## config.mk

```make
export PLATFORM = sky130hd
export DESIGN_NAME = io_handshake_ctrl
export DESIGN_NICKNAME = d
export VERILOG_FILES = /design/src/rtl/io_ctrl_pkg.sv /design/src/rtl/button_debouncer.sv /design/src/rtl/io_handshake_ctrl.sv
export SDC_FILE = /design/constraint.sdc
export NUM_CORES = 1
export LEC_CHECK = 0
export ABC_AREA = 1
export CAP_MARGIN = 10
export CELL_PAD_IN_SITES_DETAIL_PLACEMENT = 1
export CELL_PAD_IN_SITES_GLOBAL_PLACEMENT = 2
export CORE_ASPECT_RATIO = 0.75
export CORE_MARGIN = 5
export CORE_UTILIZATION = 24
export CTS_CLUSTER_DIAMETER = 30
export DETAILED_ROUTE_END_ITERATION = 8
export MAX_ROUTING_LAYER = met4
export PLACE_DENSITY = 0.8
export REMOVE_ABC_BUFFERS = 1
export SETUP_SLACK_MARGIN = 0.05
export SKIP_CTS_REPAIR_TIMING = 1
export SYNTH_ARGS = -nofsm -noshare
export SYNTH_HDL_FRONTEND = slang
export SYNTH_SLANG_ARGS = --single-unit
```

## constraint.sdc

```tcl
create_clock -name CLK -period 1.7 [get_ports CLK]
set_input_delay 0.425 -clock CLK [delete_from_list [all_inputs] [get_ports CLK]]
set_output_delay 0.425 -clock CLK [all_outputs]
set_load 0.02 [all_outputs]
```

## src/rtl/io_ctrl_pkg.sv

```systemverilog
// io_ctrl_pkg: state encodings and default widths shared by the user-I/O controller.
package io_ctrl_pkg;
   typedef enum logic [2:0] {
      RUN            = 3'd0,
      IN_WAIT_PRESS  = 3'd1,
      IN_WAIT_REL    = 3'd2,
      IN_COMMIT      = 3'd3,
      OUT_WAIT_PRESS = 3'd4,
      OUT_WAIT_REL   = 3'd5,
      OUT_COMMIT     = 3'd6,
      HALTED         = 3'd7
   } io_state_t;
   localparam int DEF_DATA_W   = 32;
   localparam int DEF_SW_W     = 16;
   localparam int DEF_DEBOUNCE = 4;
endpackage

```

## src/rtl/button_debouncer.sv

```systemverilog
// button_debouncer: 2-FF synchronizer and stable-count filter producing 1-cycle press/release pulses.
module button_debouncer #(
   parameter int DEBOUNCE_CYCLES = 4
) (
   input  logic clk,
   input  logic rst_n,
   input  logic btn,
   output logic press,
   output logic rel
);
   logic [1:0] sync;
   logic [7:0] cnt;
   logic       level;
   logic       hit;
   // the level flips on the DEBOUNCE_CYCLES-th consecutive disagreeing sample
   assign hit = (sync[1] != level) && (cnt == 8'(DEBOUNCE_CYCLES - 1));
   always_ff @(posedge clk or negedge rst_n)
      if (!rst_n) begin
         sync  <= '0;
         cnt   <= '0;
         level <= 1'b0;
         press <= 1'b0;
         rel   <= 1'b0;
      end else begin
         sync  <= {sync[0], btn};
         cnt   <= (sync[1] == level || hit) ? 8'd0 : cnt + 8'd1;
         level <= hit ? sync[1] : level;
         press <= hit & sync[1];
         rel   <= hit & ~sync[1];
      end
endmodule

```

## src/rtl/io_handshake_ctrl.sv

```systemverilog
// io_handshake_ctrl: sequences user-I/O instructions against the operator button.
// Define SW_SIGN_EXT_EN to sign-extend the switches into user_input (default: zero-extend).
module io_handshake_ctrl import io_ctrl_pkg::*; #(
   parameter int DEBOUNCE_CYCLES = DEF_DEBOUNCE,
   parameter int DATA_W          = DEF_DATA_W,
   parameter int SW_W            = DEF_SW_W
) (
   input  logic              CLK,
   input  logic              reset,
   input  logic              insert,
   input  logic [SW_W-1:0]   SW,
   input  logic              input_flag,
   input  logic              output_flag,
   input  logic              halt,
   input  logic [DATA_W-1:0] reg_data,
   output logic              pc_stall,
   output logic [DATA_W-1:0] user_input,
   output logic [DATA_W-1:0] display_value,
   output logic              display_valid,
   output logic              halted,
   output logic [2:0]        state_dbg
);
   io_state_t         state, state_nx;
   logic              press, rel;
   logic [DATA_W-1:0] sw_ext;
`ifdef SW_SIGN_EXT_EN
   assign sw_ext = DATA_W'($signed(SW));
`else
   assign sw_ext = DATA_W'(SW);
`endif
   button_debouncer #(.DEBOUNCE_CYCLES(DEBOUNCE_CYCLES)) u_btn (
      .clk  (CLK),
      .rst_n(reset),
      .btn  (insert),
      .press(press),
      .rel  (rel)
   );
   always_comb begin
      state_nx = state;
      case (state)
         RUN:                   state_nx = halt ? HALTED : input_flag ? IN_WAIT_PRESS : output_flag ? OUT_WAIT_PRESS : RUN;
         IN_WAIT_PRESS:         state_nx = press ? IN_WAIT_REL : state;
         IN_WAIT_REL:           state_nx = rel ? IN_COMMIT : state;
         IN_COMMIT, OUT_COMMIT: state_nx = RUN;
         OUT_WAIT_PRESS:        state_nx = press ? OUT_WAIT_REL : state;
         OUT_WAIT_REL:          state_nx = rel ? OUT_COMMIT : state;
         default:               state_nx = HALTED;
      endcase
   end
   // RUN stalls combinationally so the PC never steps past an I/O instruction
   always_comb begin
      pc_stall  = 1'b0;
      pc_stall  = reset && ((state == RUN) ? (halt | input_flag | output_flag) : (state != IN_COMMIT && state != OUT_COMMIT));
      halted    = (state == HALTED);
      state_dbg = state;
   end
   always_ff @(posedge CLK or negedge reset)
      if (!reset) begin
         state         <= RUN;
         user_input    <= '0;
         display_value <= '0;
         display_valid <= 1'b0;
      end else begin
         state <= state_nx;
         if (state == IN_WAIT_PRESS && press) user_input <= sw_ext;
         if (state == RUN && !halt && !input_flag && output_flag) begin
            display_value <= reg_data;
            display_valid <= 1'b1;
         end
      end
endmodule

```

Yosys cells after proc, flatten, opt, wreduce, memory -nomap -nowiden
Index checks and enable logic that the tools add are counted.
{"block": "word_totals", "ram_bits": 0, "latchBits": 0, "wordCells": 54, "regBits": 65, "out_inout_bits": 70, "input_bits": 54, "memories": 0, "mem_bits_ro": 0}
{"block": "op_classes", "bitwise": 5, "n_reduce_logical": 13, "muxes": 10, "order_cmp": 0, "n_eq_ne": 16, "n_div": 0, "n_addsub": 1, "n_shift": 0, "multipliers": 0}
{"cell": "$mux W3", "n": 7}
{"cell": "$pmux W3 S6", "n": 1}
{"cell": "$eq A3 B3 Y1 const B", "n": 4}
{"cell": "$add A8 B1 Y8 const B", "n": 1}
{"cell": "$eq A8 B2 Y1 const B", "n": 1}
{"cell": "$mux W8", "n": 1}
{"cell": "$ne A2 B1 Y1 const B", "n": 4}
{"cell": "$logic_and A1 B1 Y1", "n": 7}
{"cell": "$eq A3 B2 Y1 const B", "n": 2}
{"cell": "$reduce_and A4 Y1", "n": 1}
{"cell": "$eq A3 B1 Y1 const B", "n": 1}
{"cell": "$logic_not A3 Y1", "n": 1}
{"cell": "$ne A3 B2 Y1 const B", "n": 1}
{"cell": "$ne A3 B3 Y1 const B", "n": 1}
{"cell": "$and A1 B1 Y1", "n": 2}
{"cell": "$logic_not A1 Y1", "n": 2}
{"cell": "$or A1 B1 Y1", "n": 2}
{"cell": "$reduce_or A2 Y1", "n": 1}
{"cell": "$eq A1 B1 Y1", "n": 1}
{"cell": "$logic_or A1 B1 Y1", "n": 1}
{"cell": "$mux W1", "n": 1}
{"cell": "$ne A1 B1 Y1", "n": 1}
{"cell": "$not A1 Y1", "n": 1}

Depth between registers and ports, before layout
{"block": "depth", "depth_word": 4, "mapped_depth": 8, "ltp_nobuf": 7}

Cells and area by module
A second synthesis with hierarchy kept.
{"block": "unflattened", "hier_cells": 342, "hier_area_um2": 2925.3}
{"mod": "io_handshake_ctrl", "cells_each": 276, "n_inst": 1, "area_per_inst_um2": 2356.0, "seq_area_each_um2": 1301.2}
{"mod": "button_debouncer", "cells_each": 66, "n_inst": 1, "area_per_inst_um2": 569.3, "seq_area_each_um2": 325.3}

Least setup slack after synthesis
OpenSTA, ideal clock, no wires.
{"block": "synth_timing", "path_kind": "register to output", "from": "register state[0] (netlist: state_dbg[0])", "to": "output port pc_stall", "setup_slack_ns": 0.105, "required_ns": 1.275, "t_arrival_ns": 1.170, "path_stages_with_launch": 7, "n_path_buf": 0, "cell_sequence": "dfrtp_1 > inv_2 > nand2_1 > nand2_1 > nand2_1 > nand2_1 > nor2_1"}
{"block": "synth_via", "elab_chain_len": 4, "elab_cells_between_ends": 6, "cone_classes": "eq/ne (2); mux (1); reduce/logical (3)"}
{"element": "from (decl)", "line_no": "io_handshake_ctrl.sv:23", "source": "io_state_t state, state_nx;"}
{"element": "from (signal assigned)", "line_no": "io_handshake_ctrl.sv:64", "source": "state <= state_nx;"}
{"element": "$ne A3 B2 Y1 or $ne A3 B3 Y1 (tied branches)", "line_no": "io_handshake_ctrl.sv:53", "source": "pc_stall = reset && ((state == RUN) ? (halt | input_flag | output_flag) : (state != IN_COMMIT && state != OUT_ ..."}
{"element": "$logic_and A1 B1 Y1", "line_no": "io_handshake_ctrl.sv:53"}
{"element": "$mux W1 *", "line_no": "io_handshake_ctrl.sv:53"}
{"element": "$logic_and A1 B1 Y1 *", "line_no": "io_handshake_ctrl.sv:53"}
{"element": "to (decl)", "line_no": "io_handshake_ctrl.sv:16", "source": "output logic pc_stall,"}
Mark *: on every way between the ends. The rest lies on a longest branch, timed or not.

Worst setup path in the final report
{"block": "layout_timing", "from": "input port halt", "to": "output port pc_stall"}
{"block": "layout_via", "elab_chain_len": 4}
{"element": "from (decl)", "line_no": "io_handshake_ctrl.sv:14", "source": "input logic halt,"}
{"element": "$or A1 B1 Y1 (2 in a row)", "line_no": "io_handshake_ctrl.sv:53"}
{"element": "$mux W1", "line_no": "io_handshake_ctrl.sv:53"}
{"element": "$logic_and A1 B1 Y1", "line_no": "io_handshake_ctrl.sv:53"}
Every way passes these cells.

==> summary.md <==
| Metric | Value |
|---|---|
| Clock Tree Root | clkbuf_16 |
| CTS tree | done |
| Most frequent cell after synthesis | nand2_1 |
| Clock share of power | 48.9% |
| H-tree depth | 3 |
| Antenna Violating Nets Remaining | 0 |
| Worst-path clk slew | 50 ps |
| CTS Buffer Depth | 2 |
| Met3 wire length | 636 um |
| Detailed-route via count | 2,630 |
| Failing checks | negative setup slack |
| Sequential-to-total area share from yosys stat | 55.7% |
| Initial antenna violation count | 0 |
| Gr usage total | 13.2% |
| Synth Area per Inst | 8.74 um2 |
| Rows | 34 |
| Core region area | 11,700 um2 |
| Most instantiated cells after synthesis | nand2_1, dfrtp_1, nand3_1 |
| CP required | 1270 ps |
| Dpl cell area | 4190 um2 |
| Initial detailed-routing violation count | 83 |
| Synth Register Bits | 65 |
| Cts bufs inserted | 9 |
| Synth top area cells | dfrtp_1, nand2_1, nand3_1, buf_4, nor2_1 |
| EDFF count, synth | 0 |
| Net Sw Frac | 22.9% |
| Diode count | 0 |
| Post-route setup slack | -113 ps |
| Post-Synthesis Cell Area | 2920 um2 |
| Stages on the worst setup path | 6 |
| GP Congestion | 0.821 |
| Final period util | 107% |
| Max Used Layer | met4 |
| CP Launch Type | input pin |
| Critical Path Fanout Max | 2 |
| Grt total ovfl | 0 |
| DRC | 0 |
| Nets@finish | 511 |
| RR Endpoint | user_input[5] |
| Post-Layout Cell Count | 623 |
| Leak | 2.75 nW |
| Layout Skew | 3.92 ps |
| CP peak stage delay | 420 ps |
| Yosys top cell by area | dfrtp_1 |
| Initial Util | 24.9% |
| Switching pwr | 0.929 mW |
| Internal | 3.14 mW |
| Top FF cell, synth | dfrtp_1 |
| Post-synthesis cell type count | 26 |
| R2r setup slk | 240 ps |
| Largest net degree at the start of global routing | 66 |
| Least-Margin Pin Slew | 828 ps |
| Dpl ws | -569 ps |
| Util after Layout | 39.7% |
| Asr flop ratio synth | 100% |
| Highest Clock Rate | 552 MHz |
| Layout area overhead | 59.9% |
| Met2 wire len | 4230 um |
| Die area | 14,500 um2 |
| Fraction of final layout cells sized beyond drive strength 1 | 11.7% |
| Crit-path cells | clkdlybuf4s50_1 -> inv_1 -> nand2_1 -> nor3_2 -> nor2_2 -> buf_4 |
| Clk_lat worst skew | 330 ps |
| Min Hold Slack | 327 ps |
| Yosys warns | 0 |
| Top delay family on crit path | buffers and inverters |
| First-pass GRT wire length | 14,600 um |
| Critical path arrival | 1390 ps |
| Post-Layout Inst Area | 4670 um2 |
| Post-layout total power | 4.07 mW |
| Worst Reg-to-Reg Cells | 7 |
| Relative slew slack | 44.8% |
| Vias in the first global route | 2,926 |
| Worst r2r src | state_dbg[1] |
| I/O pin count | 124 |
| Vias/cell | 4.22 |
| Slew Limit Fails | 0 |
| DR pass1 iterations | 4 |
| PortBufs | 107 |
| Crit end category | output port |
| Final WL | 9240 um |
| CP max stage cell | clkdlybuf4s50_1 |
| M1 WL | 4260 um |
| Clock sink count | 65 |
| Cell Pwr Density | 871 nW/um2 |
| Hold WC Path Type | in -> async |
| Final TNS setup | -113 ps |
| Power share of the combinational group | 10.5% |
| RSZ-0062 raised after global routing | yes |
| Buf/Inv on CP | 3 |
| Max Cap Violations | 0 |
| Fillers | 1,371 |
| Final hold violations | 0 |
| Top-area cell type share of the netlist area | 55.7% |
| Placed cells | 607 |
| Status | finished, violations left |
| Tmin final | 1810 ps |
| Register share of total power | 40.7% |
| Worst vdd ir | 0.539 mV |
| Die Ht | 106 um |
| Cells after Synth | 334 |
| DR WL/cell | 14.8 um |
| CP Class | in -> out |
| Chip Width | 137 um |
| Post-DP HPWL | 6680 um |
| Setup violators final | 1 |
## flip-flops by register name, summed over array words and instances (netlist names)
signal	cells
display_value	32
user_input	16
u_btn.cnt	8
state_dbg	3
u_btn.sync	2
display_valid	1
u_btn.level	1
u_btn.press	1
u_btn.rel	1
## area by class of cell
class / count / area [um2] / share of cell area [%]
Sequential cell: 65 / 1630 / 34.9
Tap cell: 162 / 203 / 4.34
Inverter: 15 / 58.8 / 1.26
Timing Repair Buffer: 126 / 1360 / 29.2
Clock inverter: 1 / 30.0 / 0.643
Multi-Input combinational cell: 239 / 1090 / 23.3
Clock buffer: 15 / 298 / 6.38
## power by group through the flow
stage | Clock [mW] | Sequential, mW | Combinational, mW
after floorplan | 0 | 1.70 | 0.138
after global placement | 0 | 1.68 | 0.422
final | 1.99 | 1.65 | 0.426
after CTS | 2.05 | 1.66 | 0.433
after detailed placement | 0 | 1.68 | 0.431
after global routing | 2.12 | 1.66 | 0.482
## logic make-up after synthesis
| kind of cell | Yosys count | synth area share, % |
|---|---|---|
| other | 1 | 0.128 |
| DFF | 65 | 55.7 |
| buffers and inverters | 45 | 9.56 |
| adders and majority gates | 1 | 0.429 |
| AOI/OAI and AO/OA | 7 | 1.29 |
| xor gates and xnor gates | 5 | 1.50 |
| and+or+nand+nor | 210 | 31.4 |
## placed cells by master, fill, tap and decap left out, types with 2 or more instances in the layout
master,Yosys,final
conb_1,1,16
nor3_1,4,3
xnor2_1,2,2
dfrtp_1,65,63
clkdlybuf4s50_1,0,52
clkbuf_16,0,9
nand2_2,2,3
nor2_1,18,16
o21ai_0,3,3
inv_1,12,12
nand3_1,59,59
xor2_1,3,3
nand2_1,121,120
dlymetal6s2s_1,0,52
nand2_4,2,2
buf_12,0,2
nor2_2,1,3
a21oi_1,2,2
dfrtp_2,0,2
clkbuf_8,0,5
buf_4,20,18
inv_2,2,2
## worst reg2reg max path: cells and delay by family (launching register included)
family        cells  cell delay [ps]
simple gates      5              560
buf+inv           2              350
flops             1              440
## how the worst max path moves through the flow
stage,startpoint,end
final,halt,pc_stall
after floorplan,state_dbg[0],pc_stall
after detailed placement,halt,pc_stall
after global placement,halt,pc_stall
after global routing,halt,pc_stall
after CTS,state_dbg[0],pc_stall
## layer usage
metal / GRT usage (%) / up-vias
met3: 3.95 / 9
met4: 3.63 / 0
met2: 21.1 / 96
met5: - / -
li1: - / 1277
met1: 16.3 / 1248
No activity file was read; power rests on OpenSTA's default activity.
